## src/rtl/ps2_pkg.sv

```systemverilog
// -----------------------------------------------------------------------------
// ps2_pkg
// Shared definitions for the PS/2 keyboard -> NES joypad input stage:
//   - receive FSM state encoding
//   - Set-2 scan-code constants (prefixes and mapped keys)
//   - NES controller bit indices inside PAD_DATA
//   - helper functions: odd-parity check and keymap lookup
// -----------------------------------------------------------------------------
package ps2_pkg;

    // Receive FSM states; one frame = start, 8 data, parity, stop
    typedef enum logic [1:0] {
        ST_IDLE   = 2'd0,
        ST_DATA   = 2'd1,
        ST_PARITY = 2'd2,
        ST_STOP   = 2'd3
    } rx_state_e;

    // Scan-code prefixes
    localparam logic [7:0] SC_BREAK  = 8'hF0;
    localparam logic [7:0] SC_EXT    = 8'hE0;

    // Mapped key codes (arrows only count when preceded by SC_EXT)
    localparam logic [7:0] SC_A      = 8'h1A;
    localparam logic [7:0] SC_B      = 8'h22;
    localparam logic [7:0] SC_SELECT = 8'h59;
    localparam logic [7:0] SC_START  = 8'h5A;
    localparam logic [7:0] SC_UP     = 8'h75;
    localparam logic [7:0] SC_DOWN   = 8'h72;
    localparam logic [7:0] SC_LEFT   = 8'h6B;
    localparam logic [7:0] SC_RIGHT  = 8'h74;

    // NES controller bit positions in PAD_DATA
    localparam logic [2:0] PAD_A      = 3'd0;
    localparam logic [2:0] PAD_B      = 3'd1;
    localparam logic [2:0] PAD_SELECT = 3'd2;
    localparam logic [2:0] PAD_START  = 3'd3;
    localparam logic [2:0] PAD_UP     = 3'd4;
    localparam logic [2:0] PAD_DOWN   = 3'd5;
    localparam logic [2:0] PAD_LEFT   = 3'd6;
    localparam logic [2:0] PAD_RIGHT  = 3'd7;

    // Result of a keymap lookup
    typedef struct packed {
        logic       hit;
        logic [2:0] idx;
    } key_map_t;

    // PS/2 uses odd parity: data bits plus parity bit must hold an odd number of ones
    function automatic logic odd_parity_ok(input logic [7:0] data, input logic par);
        return ^{data, par};
    endfunction

    // Map {extended flag, code} to a joypad bit; keypad codes without E0 miss
    function automatic key_map_t key_lookup(input logic ext, input logic [7:0] code);
        key_map_t m;
        m.hit = 1'b1;
        m.idx = PAD_A;
        case ({ext, code})
            {1'b0, SC_A}:      m.idx = PAD_A;
            {1'b0, SC_B}:      m.idx = PAD_B;
            {1'b0, SC_SELECT}: m.idx = PAD_SELECT;
            {1'b0, SC_START}:  m.idx = PAD_START;
            {1'b1, SC_UP}:     m.idx = PAD_UP;
            {1'b1, SC_DOWN}:   m.idx = PAD_DOWN;
            {1'b1, SC_LEFT}:   m.idx = PAD_LEFT;
            {1'b1, SC_RIGHT}:  m.idx = PAD_RIGHT;
            default: begin
                m.hit = 1'b0;
                m.idx = PAD_A;
            end
        endcase
        return m;
    endfunction

endpackage : ps2_pkg

```

## src/rtl/ps2_pad_decoder_if.sv

```systemverilog
// -----------------------------------------------------------------------------
// ps2_pad_decoder_if
// Bundles the PS/2 pin inputs and the decoded joypad outputs.
//   PS2_CLK, PS2_DAT : raw PS/2 lines (device -> decoder, asynchronous)
//   PAD_DATA[7:0]    : joypad state, 1 = pressed
//   CODE_VALID       : one-cycle strobe, good byte received
//   CODE[7:0]        : last good byte
//   FRAME_ERR        : one-cycle strobe, parity/stop/timeout error
// slave  : the decoder side
// master : the keyboard/consumer side (drives the lines, reads results)
// -----------------------------------------------------------------------------
interface ps2_pad_decoder_if;
    logic       PS2_CLK;
    logic       PS2_DAT;
    logic [7:0] PAD_DATA;
    logic       CODE_VALID;
    logic [7:0] CODE;
    logic       FRAME_ERR;

    modport slave (
        input  PS2_CLK,
        input  PS2_DAT,
        output PAD_DATA,
        output CODE_VALID,
        output CODE,
        output FRAME_ERR
    );

    modport master (
        output PS2_CLK,
        output PS2_DAT,
        input  PAD_DATA,
        input  CODE_VALID,
        input  CODE,
        input  FRAME_ERR
    );
endinterface : ps2_pad_decoder_if

```

## src/rtl/ps2_rx_frame.sv

```systemverilog
// -----------------------------------------------------------------------------
// ps2_rx_frame
// PS/2 device-to-host frame receiver: synchronizes the raw lines, detects
// falling edges of the PS/2 clock, assembles 11-bit frames and checks them.
// Strobes are combinational in the stop-bit fall cycle (or timeout cycle);
// the parent registers them.
//   clk_i, rst_ni    : system clock, async active-low reset
//   ps2_clk_i/dat_i  : raw asynchronous PS/2 lines
//   byte_o           : assembled data byte
//   byte_valid_o     : good frame completes this cycle
//   frame_err_o      : parity/stop error or timeout this cycle
//   timeout_o        : partial frame abandoned this cycle
// -----------------------------------------------------------------------------
module ps2_rx_frame
    import ps2_pkg::*;
#(
    parameter int unsigned TIMEOUT_CYC = 50000,
    parameter int          TMO_W       = 16
) (
    input  logic       clk_i,
    input  logic       rst_ni,
    input  logic       ps2_clk_i,
    input  logic       ps2_dat_i,
    output logic [7:0] byte_o,
    output logic       byte_valid_o,
    output logic       frame_err_o,
    output logic       timeout_o
);

    // The counter is zero in the cycle after a fall, so when its next value
    // would reach TIMEOUT_CYC-1 the TIMEOUT_CYC-th cycle since the fall is
    // current; the registered error then lands exactly TIMEOUT_CYC cycles
    // after the fall cycle.
    localparam logic [TMO_W-1:0] TMO_LAST = TMO_W'(TIMEOUT_CYC - 32'd2);

    rx_state_e        state_q, state_d;
    logic             clk_s1_q, clk_s2_q;
    logic             dat_s1_q, dat_s2_q;
    logic [7:0]       shift_q, shift_d;
    logic [2:0]       bit_cnt_q, bit_cnt_d;
    logic             par_q, par_d;
    logic [TMO_W-1:0] tmo_q, tmo_d;
    logic             fall_s;
    logic             tmo_hit_s;

    assign fall_s    = clk_s2_q & ~clk_s1_q;
    assign tmo_hit_s = (state_q != ST_IDLE) && (tmo_q == TMO_LAST);

    // Two-flop synchronizers; reset to the idle-high line level
    always_ff @(posedge clk_i or negedge rst_ni) begin
        if (!rst_ni) begin
            clk_s1_q <= 1'b1;
            clk_s2_q <= 1'b1;
            dat_s1_q <= 1'b1;
            dat_s2_q <= 1'b1;
        end else begin
            clk_s1_q <= ps2_clk_i;
            clk_s2_q <= clk_s1_q;
            dat_s1_q <= ps2_dat_i;
            dat_s2_q <= dat_s1_q;
        end
    end

    // FSM state register
    always_ff @(posedge clk_i or negedge rst_ni) begin
        if (!rst_ni) begin
            state_q <= ST_IDLE;
        end else begin
            state_q <= state_d;
        end
    end

    // FSM next state: timeout wins over a same-cycle fall
    always_comb begin
        state_d = state_q;
        if (tmo_hit_s) begin
            state_d = ST_IDLE;
        end else if (fall_s) begin
            case (state_q)
                ST_IDLE: begin
                    if (!dat_s2_q) begin
                        state_d = ST_DATA;
                    end else begin
                        state_d = ST_IDLE;
                    end
                end
                ST_DATA: begin
                    if (bit_cnt_q == 3'd7) begin
                        state_d = ST_PARITY;
                    end else begin
                        state_d = ST_DATA;
                    end
                end
                ST_PARITY: state_d = ST_STOP;
                ST_STOP:   state_d = ST_IDLE;
                default:   state_d = ST_IDLE;
            endcase
        end else begin
            state_d = state_q;
        end
    end

    // FSM outputs: frame verdict in the stop-bit fall cycle or on timeout
    always_comb begin
        byte_valid_o = 1'b0;
        frame_err_o  = 1'b0;
        timeout_o    = tmo_hit_s;
        if (tmo_hit_s) begin
            frame_err_o = 1'b1;
        end else if (fall_s && (state_q == ST_STOP)) begin
            if (dat_s2_q && odd_parity_ok(shift_q, par_q)) begin
                byte_valid_o = 1'b1;
            end else begin
                frame_err_o = 1'b1;
            end
        end else begin
            byte_valid_o = 1'b0;
        end
    end

    assign byte_o = shift_q;

    // Datapath next values: shift register, bit counter, parity, timeout counter
    always_comb begin
        shift_d   = shift_q;
        bit_cnt_d = bit_cnt_q;
        par_d     = par_q;
        if (fall_s && !tmo_hit_s) begin
            case (state_q)
                ST_IDLE: begin
                    bit_cnt_d = 3'd0;
                end
                ST_DATA: begin
                    // LSB arrives first, so shift in from the top
                    shift_d   = {dat_s2_q, shift_q[7:1]};
                    bit_cnt_d = bit_cnt_q + 3'd1;
                end
                ST_PARITY: begin
                    par_d = dat_s2_q;
                end
                default: begin
                    par_d = par_q;
                end
            endcase
        end else begin
            bit_cnt_d = bit_cnt_q;
        end

        if (fall_s || (state_q == ST_IDLE)) begin
            tmo_d = '0;
        end else begin
            tmo_d = tmo_q + TMO_W'(1);
        end
    end

    // Datapath registers
    always_ff @(posedge clk_i or negedge rst_ni) begin
        if (!rst_ni) begin
            shift_q   <= 8'h00;
            bit_cnt_q <= 3'd0;
            par_q     <= 1'b0;
            tmo_q     <= '0;
        end else begin
            shift_q   <= shift_d;
            bit_cnt_q <= bit_cnt_d;
            par_q     <= par_d;
            tmo_q     <= tmo_d;
        end
    end

endmodule : ps2_rx_frame

```

## src/rtl/ps2_pad_decoder.sv

```systemverilog
// -----------------------------------------------------------------------------
// ps2_pad_decoder
// PS/2 keyboard front end for the NES core: receives Set-2 scan codes,
// tracks the F0 (break) and E0 (extended) prefixes and keeps an 8-bit
// controller-1 button state.
//   iCLK   : 50 MHz system clock
//   iRST_N : asynchronous active-low reset
//   bus    : PS2_CLK/PS2_DAT in; PAD_DATA, CODE_VALID, CODE, FRAME_ERR out
//            (all outputs registered)
// -----------------------------------------------------------------------------
module ps2_pad_decoder
    import ps2_pkg::*;
#(
    parameter int unsigned TIMEOUT_CYC = 50000,
    parameter int          TMO_W       = 16
) (
    input  logic                  iCLK,
    input  logic                  iRST_N,
    ps2_pad_decoder_if.slave      bus
);

    logic [7:0] rx_byte_s;
    logic       rx_valid_s;
    logic       rx_err_s;
    logic       rx_tmo_s;
    key_map_t   map_s;

    logic [7:0] pad_q, pad_d;
    logic [7:0] code_q, code_d;
    logic       code_valid_q, code_valid_d;
    logic       frame_err_q, frame_err_d;
    logic       brk_q, brk_d;
    logic       ext_q, ext_d;

    ps2_rx_frame #(
        .TIMEOUT_CYC (TIMEOUT_CYC),
        .TMO_W       (TMO_W)
    ) u_rx (
        .clk_i        (iCLK),
        .rst_ni       (iRST_N),
        .ps2_clk_i    (bus.PS2_CLK),
        .ps2_dat_i    (bus.PS2_DAT),
        .byte_o       (rx_byte_s),
        .byte_valid_o (rx_valid_s),
        .frame_err_o  (rx_err_s),
        .timeout_o    (rx_tmo_s)
    );

    assign map_s = key_lookup(ext_q, rx_byte_s);

    // Scan-code decode: prefixes arm flags, any other good byte consumes them
    always_comb begin
        pad_d        = pad_q;
        code_d       = code_q;
        brk_d        = brk_q;
        ext_d        = ext_q;
        code_valid_d = 1'b0;
        // rx never raises valid and error together
        frame_err_d  = rx_err_s;
        if (rx_tmo_s) begin
            // an abandoned frame also abandons any pending prefix sequence
            brk_d = 1'b0;
            ext_d = 1'b0;
        end else if (rx_valid_s) begin
            code_d       = rx_byte_s;
            code_valid_d = 1'b1;
            if (rx_byte_s == SC_BREAK) begin
                brk_d = 1'b1;
            end else if (rx_byte_s == SC_EXT) begin
                ext_d = 1'b1;
            end else begin
                if (map_s.hit) begin
                    pad_d[map_s.idx] = ~brk_q;
                end else begin
                    pad_d = pad_q;
                end
                brk_d = 1'b0;
                ext_d = 1'b0;
            end
        end else begin
            code_d = code_q;
        end
    end

    // Output and prefix-flag registers
    always_ff @(posedge iCLK or negedge iRST_N) begin
        if (!iRST_N) begin
            pad_q        <= 8'h00;
            code_q       <= 8'h00;
            code_valid_q <= 1'b0;
            frame_err_q  <= 1'b0;
            brk_q        <= 1'b0;
            ext_q        <= 1'b0;
        end else begin
            pad_q        <= pad_d;
            code_q       <= code_d;
            code_valid_q <= code_valid_d;
            frame_err_q  <= frame_err_d;
            brk_q        <= brk_d;
            ext_q        <= ext_d;
        end
    end

    assign bus.PAD_DATA   = pad_q;
    assign bus.CODE       = code_q;
    assign bus.CODE_VALID = code_valid_q;
    assign bus.FRAME_ERR  = frame_err_q;

endmodule : ps2_pad_decoder
```

## src/flat_wrapper.sv

```systemverilog
// flat-port wrapper written by rule: the top's interface ports become plain ports
module ps2_pad_decoder_flat import ps2_pkg::*;
#(
    parameter int unsigned TIMEOUT_CYC = 50000,
    parameter int          TMO_W       = 16
)
  (iCLK, iRST_N, bus_PS2_CLK, bus_PS2_DAT, bus_PAD_DATA, bus_CODE_VALID, bus_CODE, bus_FRAME_ERR);
  ps2_pad_decoder_if bus_i ();
  input  logic iCLK;
  input  logic iRST_N;
  input wire logic [$bits(bus_i.PS2_CLK)-1:0] bus_PS2_CLK;
  input wire logic [$bits(bus_i.PS2_DAT)-1:0] bus_PS2_DAT;
  output wire logic [$bits(bus_i.PAD_DATA)-1:0] bus_PAD_DATA;
  output wire logic [$bits(bus_i.CODE_VALID)-1:0] bus_CODE_VALID;
  output wire logic [$bits(bus_i.CODE)-1:0] bus_CODE;
  output wire logic [$bits(bus_i.FRAME_ERR)-1:0] bus_FRAME_ERR;
  assign bus_i.PS2_CLK = bus_PS2_CLK;
  assign bus_i.PS2_DAT = bus_PS2_DAT;
  assign bus_PAD_DATA = bus_i.PAD_DATA;
  assign bus_CODE_VALID = bus_i.CODE_VALID;
  assign bus_CODE = bus_i.CODE;
  assign bus_FRAME_ERR = bus_i.FRAME_ERR;
  ps2_pad_decoder #(.TIMEOUT_CYC(TIMEOUT_CYC), .TMO_W(TMO_W)) u_core (.iCLK(iCLK), .iRST_N(iRST_N), .bus(bus_i));
endmodule
```

## config.mk

```make
export PLATFORM = sky130hd
export DESIGN_NAME = ps2_pad_decoder_flat
export DESIGN_NICKNAME = d
export VERILOG_FILES = /design/src/rtl/ps2_pkg.sv /design/src/rtl/ps2_pad_decoder_if.sv /design/src/rtl/ps2_rx_frame.sv /design/src/rtl/ps2_pad_decoder.sv /design/src/flat_wrapper.sv
export SDC_FILE = /design/constraint.sdc
export NUM_CORES = 1
export LEC_CHECK = 0
export CAP_MARGIN = 20
export CORE_UTILIZATION = 52
export CTS_CLUSTER_DIAMETER = 60
export DETAILED_ROUTE_END_ITERATION = 10
export MAX_ROUTING_LAYER = met4
export PLACE_DENSITY = 0.75
export SETUP_SLACK_MARGIN = 0.4
export SYNTH_ARGS = -nofsm -noshare
export SYNTH_HDL_FRONTEND = slang
export SYNTH_SLANG_ARGS = --single-unit
```

## constraint.sdc

```tcl
create_clock -name iCLK -period 2.14 [get_ports iCLK]
set_input_delay 0.535 -clock iCLK [delete_from_list [all_inputs] [get_ports iCLK]]
set_output_delay 0.535 -clock iCLK [all_outputs]
set_load 0.03 [all_outputs]
```

======== After elaboration in Yosys (flattened, before gate mapping) ========
Index checks and enable logic that the tools add are counted.
W data, S select, Z words.
storage, ports and cells
  flip-flop bits (word level) ............. 54
  input bits .............................. 4
  output and inout port bits .............. 18
  word-level logic and storage cells ...... 91
operators by class
  add/subtract/negate cells ............... 2
  $lt $le $gt $ge ......................... 2
  equal/unequal tests ..................... 17
  muxes and demuxes ....................... 28
  bitwise gates (word level) .............. 6
  reduce and logical (&&, ||, !) cells .... 21
operator list
  operator                 number
  $eq A9 B9 Y1 const B     4
  $pmux W3 S7              1
  $mux W1                  19
  $eq A9 B7 Y1 const B     2
  $add A16 B1 Y16 const B  1
  $eq A16 B16 Y1 const B   1
  $eq A8 B8 Y1 const B     2
  $mux W16                 1
  $reduce_and A2 Y1        6
  $eq A9 B5 Y1 const B     1
  $eq A9 B6 Y1 const B     1
  $reduce_xor A9 Y1        1
  $bwmux W8                1
  $pmux W2 S4              1
  $reduce_bool A2 Y1       4
  $reduce_or A8 Y1         1
  $mux W2                  3
  $pmux W3 S2              1
  $logic_and A1 B1 Y1      5
  $not A1 Y1               5
  $reduce_and A5 Y1        1
  $eq A2 B2 Y1 const B     2
  $lt A3 B4 Y1 const B     1
  $add A3 B1 Y3 const B    1
  other kinds (10)         10

======== Logic depth before layout (Yosys ltp) ========
Gate-level depths: netlist (run 1).
  depth after elaboration ................. 7
  depth in mapped cells ................... 8
  gate-level depth less buffers ........... 7

======== By module ========
Synthesis (run 1) repeated with hierarchy kept, for this count alone.
unflattened totals
  cell total of the unflattened synthesis .. 255
  area, all modules ....................... 2661.3 µm²
modules (own cells, without submodules)
  module           instances  cells an instance  area an instance (µm²)  seq. area each (µm²)
  ps2_rx_frame     1          155                1681.6                  855.8
  ps2_pad_decoder  1          100                979.7                   500.5

======== Least setup slack after synthesis (run 1) ========
Ideal clock, no wire load.
  path kind ............................... register -> register
  start ................................... register u_core.u_rx.shift_q[1], in the netlist u_core.u_rx.byte_o[1]
  end ..................................... register u_core.code_q[0], in the netlist u_core.bus.CODE[0]
  setup time .............................. 125 ps
  data arrival time ....................... 1978 ps
  required time ........................... 2015 ps
  setup slack ............................. 37 ps
  stages on the path, launching flop included .. 7
  buffers on the path ..................... 1
  clock period less this slack ............ 2103 ps
  cell sequence ........................... dfrtp_1 buf_2 xnor2_2 xor3_2 xnor2_1 nor3_4 mux2_2
between the ends
  word-level cells in the longest chain between the ends .. 6
RTL lines
  item                                line                   text
  start, declared                     ps2_rx_frame.sv:39     logic [7:0] shift_q, shift_d;
  start signal, assigned              ps2_rx_frame.sv:164    shift_q <= shift_d;
  $reduce_xor A9 Y1                   ps2_pkg.sv:51          return ^{data, par};
  $logic_and A1 B1 Y1                 ps2_rx_frame.sv:111    if (dat_s2_q && odd_parity_ok(shift_q, par_q)) begin
  $mux W1                             ps2_rx_frame.sv:111
  $mux W1                             ps2_rx_frame.sv:110    end else if (fall_s && (state_q == ST_STOP)) begin
  $mux W1                             ps2_rx_frame.sv:108    if (tmo_hit_s) begin
  $reduce_and A2 Y1 (no source line)  n/a
  end signal, assigned                ps2_pad_decoder.sv:96  code_q <= code_d;
  end, declared                       ps2_pad_decoder.sv:29  logic [7:0] code_q, code_d;
Every way passes these cells.
A chain may end at the register's enable or synchronous reset.

======== Worst setup path after layout (run 1) ========
  start ................................... register u_core.u_rx.shift_q[4], in the netlist u_core.u_rx.byte_o[4]
  end ..................................... register u_core.code_q[0], in the netlist u_core.bus.CODE[0]
Same word-level chain as after synthesis.

==> results of run 1 <==
## power by group
part           internal, W  switching, W  total (W)
Clock             0.000237      0.000356   0.000593
Sequential         0.00126      0.000217    0.00147
Combinational      0.00162       0.00143    0.00304
Total              0.00311       0.00200    0.00511
## through the flow
stage | area (sq um) | utilization | instances
3_3_place_gp | 3220 | 0.663 | 346
2_1_floorplan | 2760 | - | 241
3_5_place_dp | 3220 | 0.663 | 346
5_1_grt | 3650 | 0.752 | 369
4_1_cts | 3470 | 0.715 | 361
6_report | 3650 | 0.752 | 369
## layout make-up
| class | instances | area (sq um) | share of cell area |
|---|---|---|---|
| Timing Repair Buffer | 62 | 573 | 0.157 |
| Clock buffer | 5 | 68.8 | 0.0189 |
| Sequential cell | 54 | 1360 | 0.374 |
| Tap cell | 67 | 83.8 | 0.0230 |
| Multi-Input combinational cell | 162 | 1470 | 0.404 |
| Inverter | 16 | 60.1 | 0.0165 |
| Clock inverter | 3 | 25.0 | 0.00686 |
## final timing paths
path                                                   startpoint                              end  slack, ns  cells after the start
worst min-delay path                                       iRST_N  u_core.u_rx.tmo_q[14]$_DFF_PN0_       0.15                      1
worst max register to register  u_core.u_rx.byte_o[4]$_DFFE_PN0P_   u_core.bus.CODE[0]$_DFFE_PN0P_     -0.007                      6
min in group iCLK                  u_core.u_rx.dat_s1_q$_DFF_PN1_   u_core.u_rx.dat_s2_q$_DFF_PN1_       0.36                      0
worst min register to register     u_core.u_rx.dat_s1_q$_DFF_PN1_   u_core.u_rx.dat_s2_q$_DFF_PN1_       0.36                      0
worst max-delay path            u_core.u_rx.byte_o[4]$_DFFE_PN0P_   u_core.bus.CODE[0]$_DFFE_PN0P_     -0.007                      6
max in group asynchronous                                  iRST_N   u_core.u_rx.clk_s2_q$_DFF_PN1_       1.38                      2
## kinds of logic (layout without fill, tap and decap cells)
| family | after synthesis | count (layout) |
|---|---|---|
| compound gates | 30 | 30 |
| xor+xnor | 17 | 17 |
| fa+ha+maj | 4 | 4 |
| buf+inv | 25 | 86 |
| flops | 54 | 54 |
| mux | 28 | 28 |
| simple gates | 83 | 83 |
## per-layer routing
layer / global-route usage / up-vias / wire length, um
met4: 0.0919 / 0 / 107
met5: - / - / 0
met3: 0.0393 / 9 / 211
met1: 0.331 / 998 / 2670
li1: - / 969 / -
met2: 0.341 / 50 / 2780
## cell usage in the layout, fill, tap and decap left out, types with 2 or more instances in the layout
cell type	Yosys	final
dfrtp_1	50	45
buf_4	1	26
dlygate4sd2_1	0	18
inv_1	16	16
mux2_2	18	16
nor2_1	16	15
buf_6	0	12
nand2_1	12	11
mux2i_1	10	10
xor2_1	8	8
o21ai_0	13	7
or3_1	8	7
a21oi_1	8	6
o21ai_2	0	5
nor4_1	7	5
clkbuf_8	0	5
dfrtp_2	0	5
nand4_1	4	4
nand2b_1	4	4
nand3_1	5	4
nor3_4	1	4
dfstp_2	4	4
xnor2_2	1	3
nor3_1	5	3
ha_1	4	3
buf_12	0	3
a21oi_2	0	2
xnor2_4	0	2
xnor3_2	0	2
nor2b_1	2	2
or2_2	2	2
or4_4	0	2
mux2_4	0	2
or3b_2	3	2
o21ai_4	0	2
a31oi_1	2	2
clkdlybuf4s50_1	0	2
## critical path: stages, from the launching register on
cell and delay [ns]:
dfrtp_1 0.42, xnor2_2 0.21, xor3_2 0.51, xnor2_2 0.18, nor3_4 0.22, buf_12 0.15
mux2_2 0.34
## flip-flops by register name, indices dropped and copies added, names as in the netlist
| signal | flops |
|---|---|
| u_core.u_rx.dat_s1_q | 1 |
| u_core.u_rx.clk_s2_q | 1 |
| u_core.u_rx.clk_s1_q | 1 |
| u_core.bus.FRAME_ERR | 1 |
| u_core.u_rx.par_q | 1 |
| u_core.bus.CODE | 8 |
| u_core.bus.PAD_DATA | 8 |
| u_core.u_rx.dat_s2_q | 1 |
| u_core.u_rx.bit_cnt_q | 3 |
| u_core.ext_q | 1 |
| u_core.u_rx.tmo_q | 16 |
| u_core.u_rx.state_q | 2 |
| u_core.brk_q | 1 |
| u_core.bus.CODE_VALID | 1 |
| u_core.u_rx.byte_o | 8 |
## timing repair
| item | in CTS | in global routing |
|---|---|---|
| pin swaps | 9 | 15 |
| setup endpoints to repair | 61 | 38 |
| setup buffers | 7 | 8 |
| gates resized for setup | 48 | 23 |
| hold buffers | 0 | 0 |
| hold endpoints to repair | 0 | 0 |
==> out/metrics.yaml, run 1 <==
clk_latency_ns: 0.32
synth_top_family_by_area: "simple AND/OR/NAND/NOR gates"
start_kind: "flip-flop"
ant_nets: 0
outcome: "complete, but fails checks"
finalCriticalPeriod_ns: 2.15
grt_pass1_wl_mm: 9.35
drc: 0
synth_most_common_cell: "dfrtp_1"
core_sq_um: 4850
slew_viol_final: 0
antenna_found_initial: 0
synth_cells: 241
avgViaCountPerCell: 5.49
final.setup_skew_ns: 0.00806
async_reset_ff_frac: 1.00
synthTopCellsByCount: "dfrtp_1, mux2_2, inv_1, nor2_1, o21ai_0"
ir_worst_vdd_uv: 1030
cp.arrival_ns: 2.35
violations: "setup timing"
synth_fa_ha_area_frac: 0.0186
cts.sinks: 54
overflow: 0
wirelength_mm: 5.76
place.gp.congestion: 0.905
root_buffer: "clkbuf_8"
die-area_sq_um: 5470
row_count: 25
slew_headroom: 0.498
grt_util_all_layers: 0.235
synth-seq-cells: 54
hold_violations: 0
fill_cells: 326
powerDensity_nw_per_um2: 1400
vias: 2026
synthSimpleGateAreaFrac: 0.180
holdCritPathClass: "primary input to async pin"
rsz0062_at_grt: "yes"
htreeDepth: 2
wl_per_cell_um: 15.6
die_y_um: 73.9
grt_pass1_vias: 1933
synthesis.area_sq_um: 2690
cts_buffer_depth: 2
drive_gt1_frac: 0.397
leakage_nw: 1.69
start_util: 0.555
finalNetCount: 309
n_antenna_cell: 0
required_ns: 2.34
areaGrowthSynthToFinish_pct: 35.5
io_pins: 22
synth_top_area_frac: 0.465
die_x_um: 73.9
hpwl_mm: 3.54
end_kind: "flip-flop"
worstSetupPathType: "flip-flop to flip-flop"
worst_pin_slew_ns: 0.754
min_period_over_period: 1.00
synth_edf_count: 0
firstDrtPassIters: 4
cts.clk_slew.worst_paths_ns: 0.10
dp_slack_ns: 0.0260
seq_area_frac_synth: 0.504
synth.area.mux_share: 0.113
setup_viol: 1
grt_max_degree: 38
maxCapViolations: 0
fmax_mhz: 466
port_buffers: 21
cts_tree: "built"
synth_compound_area_frac: 0.0725
synth.area.top_cells: "dfrtp_1, mux2_2, dfstp_2"
avgSynthCellArea_sq_um: 11.2
setup-tns-final_ns: -0.00743
initialDrtViolationCount: 143
cp_max_fo: 9
ys_warn_count: 0
synth_ff_type: "dfrtp_1"
synth_xor_area_frac: 0.0744
post-synth-top-area-cell: "dfrtp_1"
syn-num-nets: 249
p_total_w: 0.00511
holdWs_ns: 0.148
setup_ws_ns: -0.00743
ys_types: 47
cts_buffers: 5
(Power assumes the default switching activity.)
==> run 2, diff against run 1 <==
- PLACE_DENSITY: 0.75 -> default
- PLACE_DENSITY_LB_ADDON: default -> 0.15
==> out/metrics.yaml, run 2 (same netlist as run 1, synthesis figures left out) <==
outcome: "complete, but fails checks"
violations: "setup timing"
cts.clk_slew.worst_paths_ns: 0.10  # about the same
place_area_sq_um: 3230  # +0.31%
grt_pass1_wl_mm: 9.05  # -3.2%
drive_gt1_frac: 0.393  # -0.00402
die-area_sq_um: 5470  # unchanged
finalCriticalPeriod_ns: 2.16  # +0.0126 ns
seq_area_sq_um: 1360  # -0.18%
fmax_mhz: 463  # -0.58%
rsz0062_at_grt: "yes"
overflow: 0  # unchanged
grt_pass1_vias: 1899  # -1.8%
finalNetCount: 307  # -0.65%
layout_common_cells: "dfrtp_1, buf_4, dlygate4sd2_1, inv_1, mux2_4"
holdCritPathClass: "primary input to async pin"
cp.arrival_ns: 2.34  # about the same
die_y_um: 73.9  # unchanged
cts_buffers: 5  # unchanged
multi_input_area_sq_um: 1540  # +4.3%
fill_cells: 319  # -2.1%
route.met3.wl_um: 221  # +4.7%
initialDrtViolationCount: 109  # -24%
firstDrtPassIters: 5  # +1
final.setup_skew_ns: 0.00508  # -0.00298 ns
avgViaCountPerCell: 5.44  # -0.89%
dp_cells: 349  # +0.87%
setup_viol: 10  # +9
worstPathCellList: "buf_4 > xnor3_2 > buf_4 > nand3_1 > a211oi_2 > buf_6 > o2111ai_4 > mux2i_1"
max_stage_delay_ns: 0.46  # -0.05 ns
place.gp.congestion: 0.809  # -11%
grt_max_degree: 33  # -13%
r2r-start: "u_core.u_rx.byte_o[5]$_DFFE_PN0P_"
port_buffers: 21  # unchanged
cts_buffer_depth: 2  # unchanged
htreeDepth: 2  # unchanged
crit_top_cell: "buf_4"
end_kind: "flip-flop"
wirelength_mm: 6.00  # +4.1%
root_buffer: "clkbuf_8"
maxCapViolations: 0  # unchanged
ir_worst_vdd_uv: 880  # -15%
die_x_um: 73.9  # unchanged
clk_latency_ns: 0.31  # about the same
wl_per_cell_um: 16.3  # +4.7%
setup-tns-final_ns: -0.0878  # -0.0803 ns
min_period_over_period: 1.01  # +0.00587
top_layer_used: "met4"
p_total_w: 0.00536  # +5.0%
cp_slowest_cell: "xnor3_2"
setup_ws_ns: -0.0200  # -0.0126 ns
required_ns: 2.32  # -0.02 ns
cp_max_fo: 7  # -2
ant_nets: 0  # unchanged
worstSetupPathType: "flip-flop to flip-flop"
crit_buf_inv: 3  # +2
leakage_nw: 1.70  # +0.71%
slew_viol_final: 0  # unchanged
grt_util_all_layers: 0.229  # -0.00653
reg2reg_to: "u_core.bus.PAD_DATA[2]$_DFFE_PN0P_"
powerDensity_nw_per_um2: 1460  # +3.9%
postCtsHoldBufs: 0  # unchanged
wl_met1_mm: 2.75  # +3.1%
antenna_found_initial: 0  # unchanged
drc: 0  # unchanged
areaGrowthSynthToFinish_pct: 36.9
worst_pin_slew_ns: 0.684  # -0.0692 ns
hpwl_mm: 3.70  # +4.6%
row_count: 25  # unchanged
regMostFlops: "u_core.u_rx.tmo_q"
r2r_setup_slack_ns: -0.02  # about the same
final_cell_area_sq_um: 3680  # +1.0%
io_pins: 22  # unchanged
start_kind: "flip-flop"
largest_register_ffs: 16  # unchanged
wl_met2_mm: 2.92  # +5.1%
core_sq_um: 4850  # unchanged
rr_worst_depth: 8  # +2
cts_tree: "built"
cp_top_family: "buffers and inverters"
hold_violations: 0  # unchanged
final_common_cell: "dfrtp_1"
fin_cells: 367  # -0.54%
start_util: 0.555  # unchanged
slew_headroom: 0.544  # +0.0462
vias: 1997  # -1.4%
cts.sinks: 54  # unchanged
n_antenna_cell: 0  # unchanged
[run 2: changes by cell type in the layout (fill, tap and decap cells not counted), sizes merged]
cell	delta
buf	-2
bufinv	+1
clkinv	-1
clkinvlp	+1
inv	-1
[run 2: layer usage]
metal,up-vias,track usage
met5,-,-
li1,967,-
met2,35,0.336
met4,0,0.0726
met1,986,0.318
met3,9,0.0474
[run 2: final cells by class]
class / count / share of cell area
Clock inverter: 3 / 0.0122
Tap cell: 67 / 0.0228
Clock buffer: 5 / 0.0187
Sequential cell: 54 / 0.369
Inverter: 16 / 0.0163
Timing Repair Buffer: 60 / 0.144
Multi-Input combinational cell: 162 / 0.417
[run 2: metrics by stage]
stage                     hold WS (ns)   util  setup WS, ns
after CTS                        0.196  0.708        0.0506
final                            0.191  0.760       -0.0200
after detailed placement         0.350  0.666        0.0261
after global placement           0.346  0.666        0.0660
after global routing             0.223  0.760        -0.119
after floorplan                  0.239      -        0.0480
[run 2: worst max path at each step]
stage,start,end,slack (ns),cells after the start
CTS,u_core.u_rx.par_q$_DFFE_PN0P_,u_core.bus.CODE[3]$_DFFE_PN0P_,0.05,6
global route,u_core.u_rx.byte_o[2]$_DFFE_PN0P_,u_core.bus.PAD_DATA[0]$_DFFE_PN0P_,-0.12,7
finish,u_core.u_rx.byte_o[5]$_DFFE_PN0P_,u_core.bus.PAD_DATA[2]$_DFFE_PN0P_,-0.02,8
detailed placement,u_core.u_rx.par_q$_DFFE_PN0P_,u_core.bus.CODE[3]$_DFFE_PN0P_,0.03,6
floorplan,u_core.u_rx.byte_o[4]$_DFFE_PN0P_,u_core.bus.CODE[0]$_DFFE_PN0P_,0.05,5
global placement,u_core.u_rx.tmo_q[13]$_DFF_PN0_,u_core.bus.PAD_DATA[2]$_DFFE_PN0P_,0.07,7
[run 2: power by group]
part	switching (W)	leakage (nW)	internal, W
clock	0.000337	0.0504	0.000348
combinational	0.00153	0.948	0.00170
sequential	0.000192	0.706	0.00125
[run 2: what timing repair did]
item,4_1_cts,5_1_grt
setup endpoints to repair,63,36
buffers inserted,2,8
pin swaps,1,13
resized for setup,41,42
hold endpoints to repair,0,0
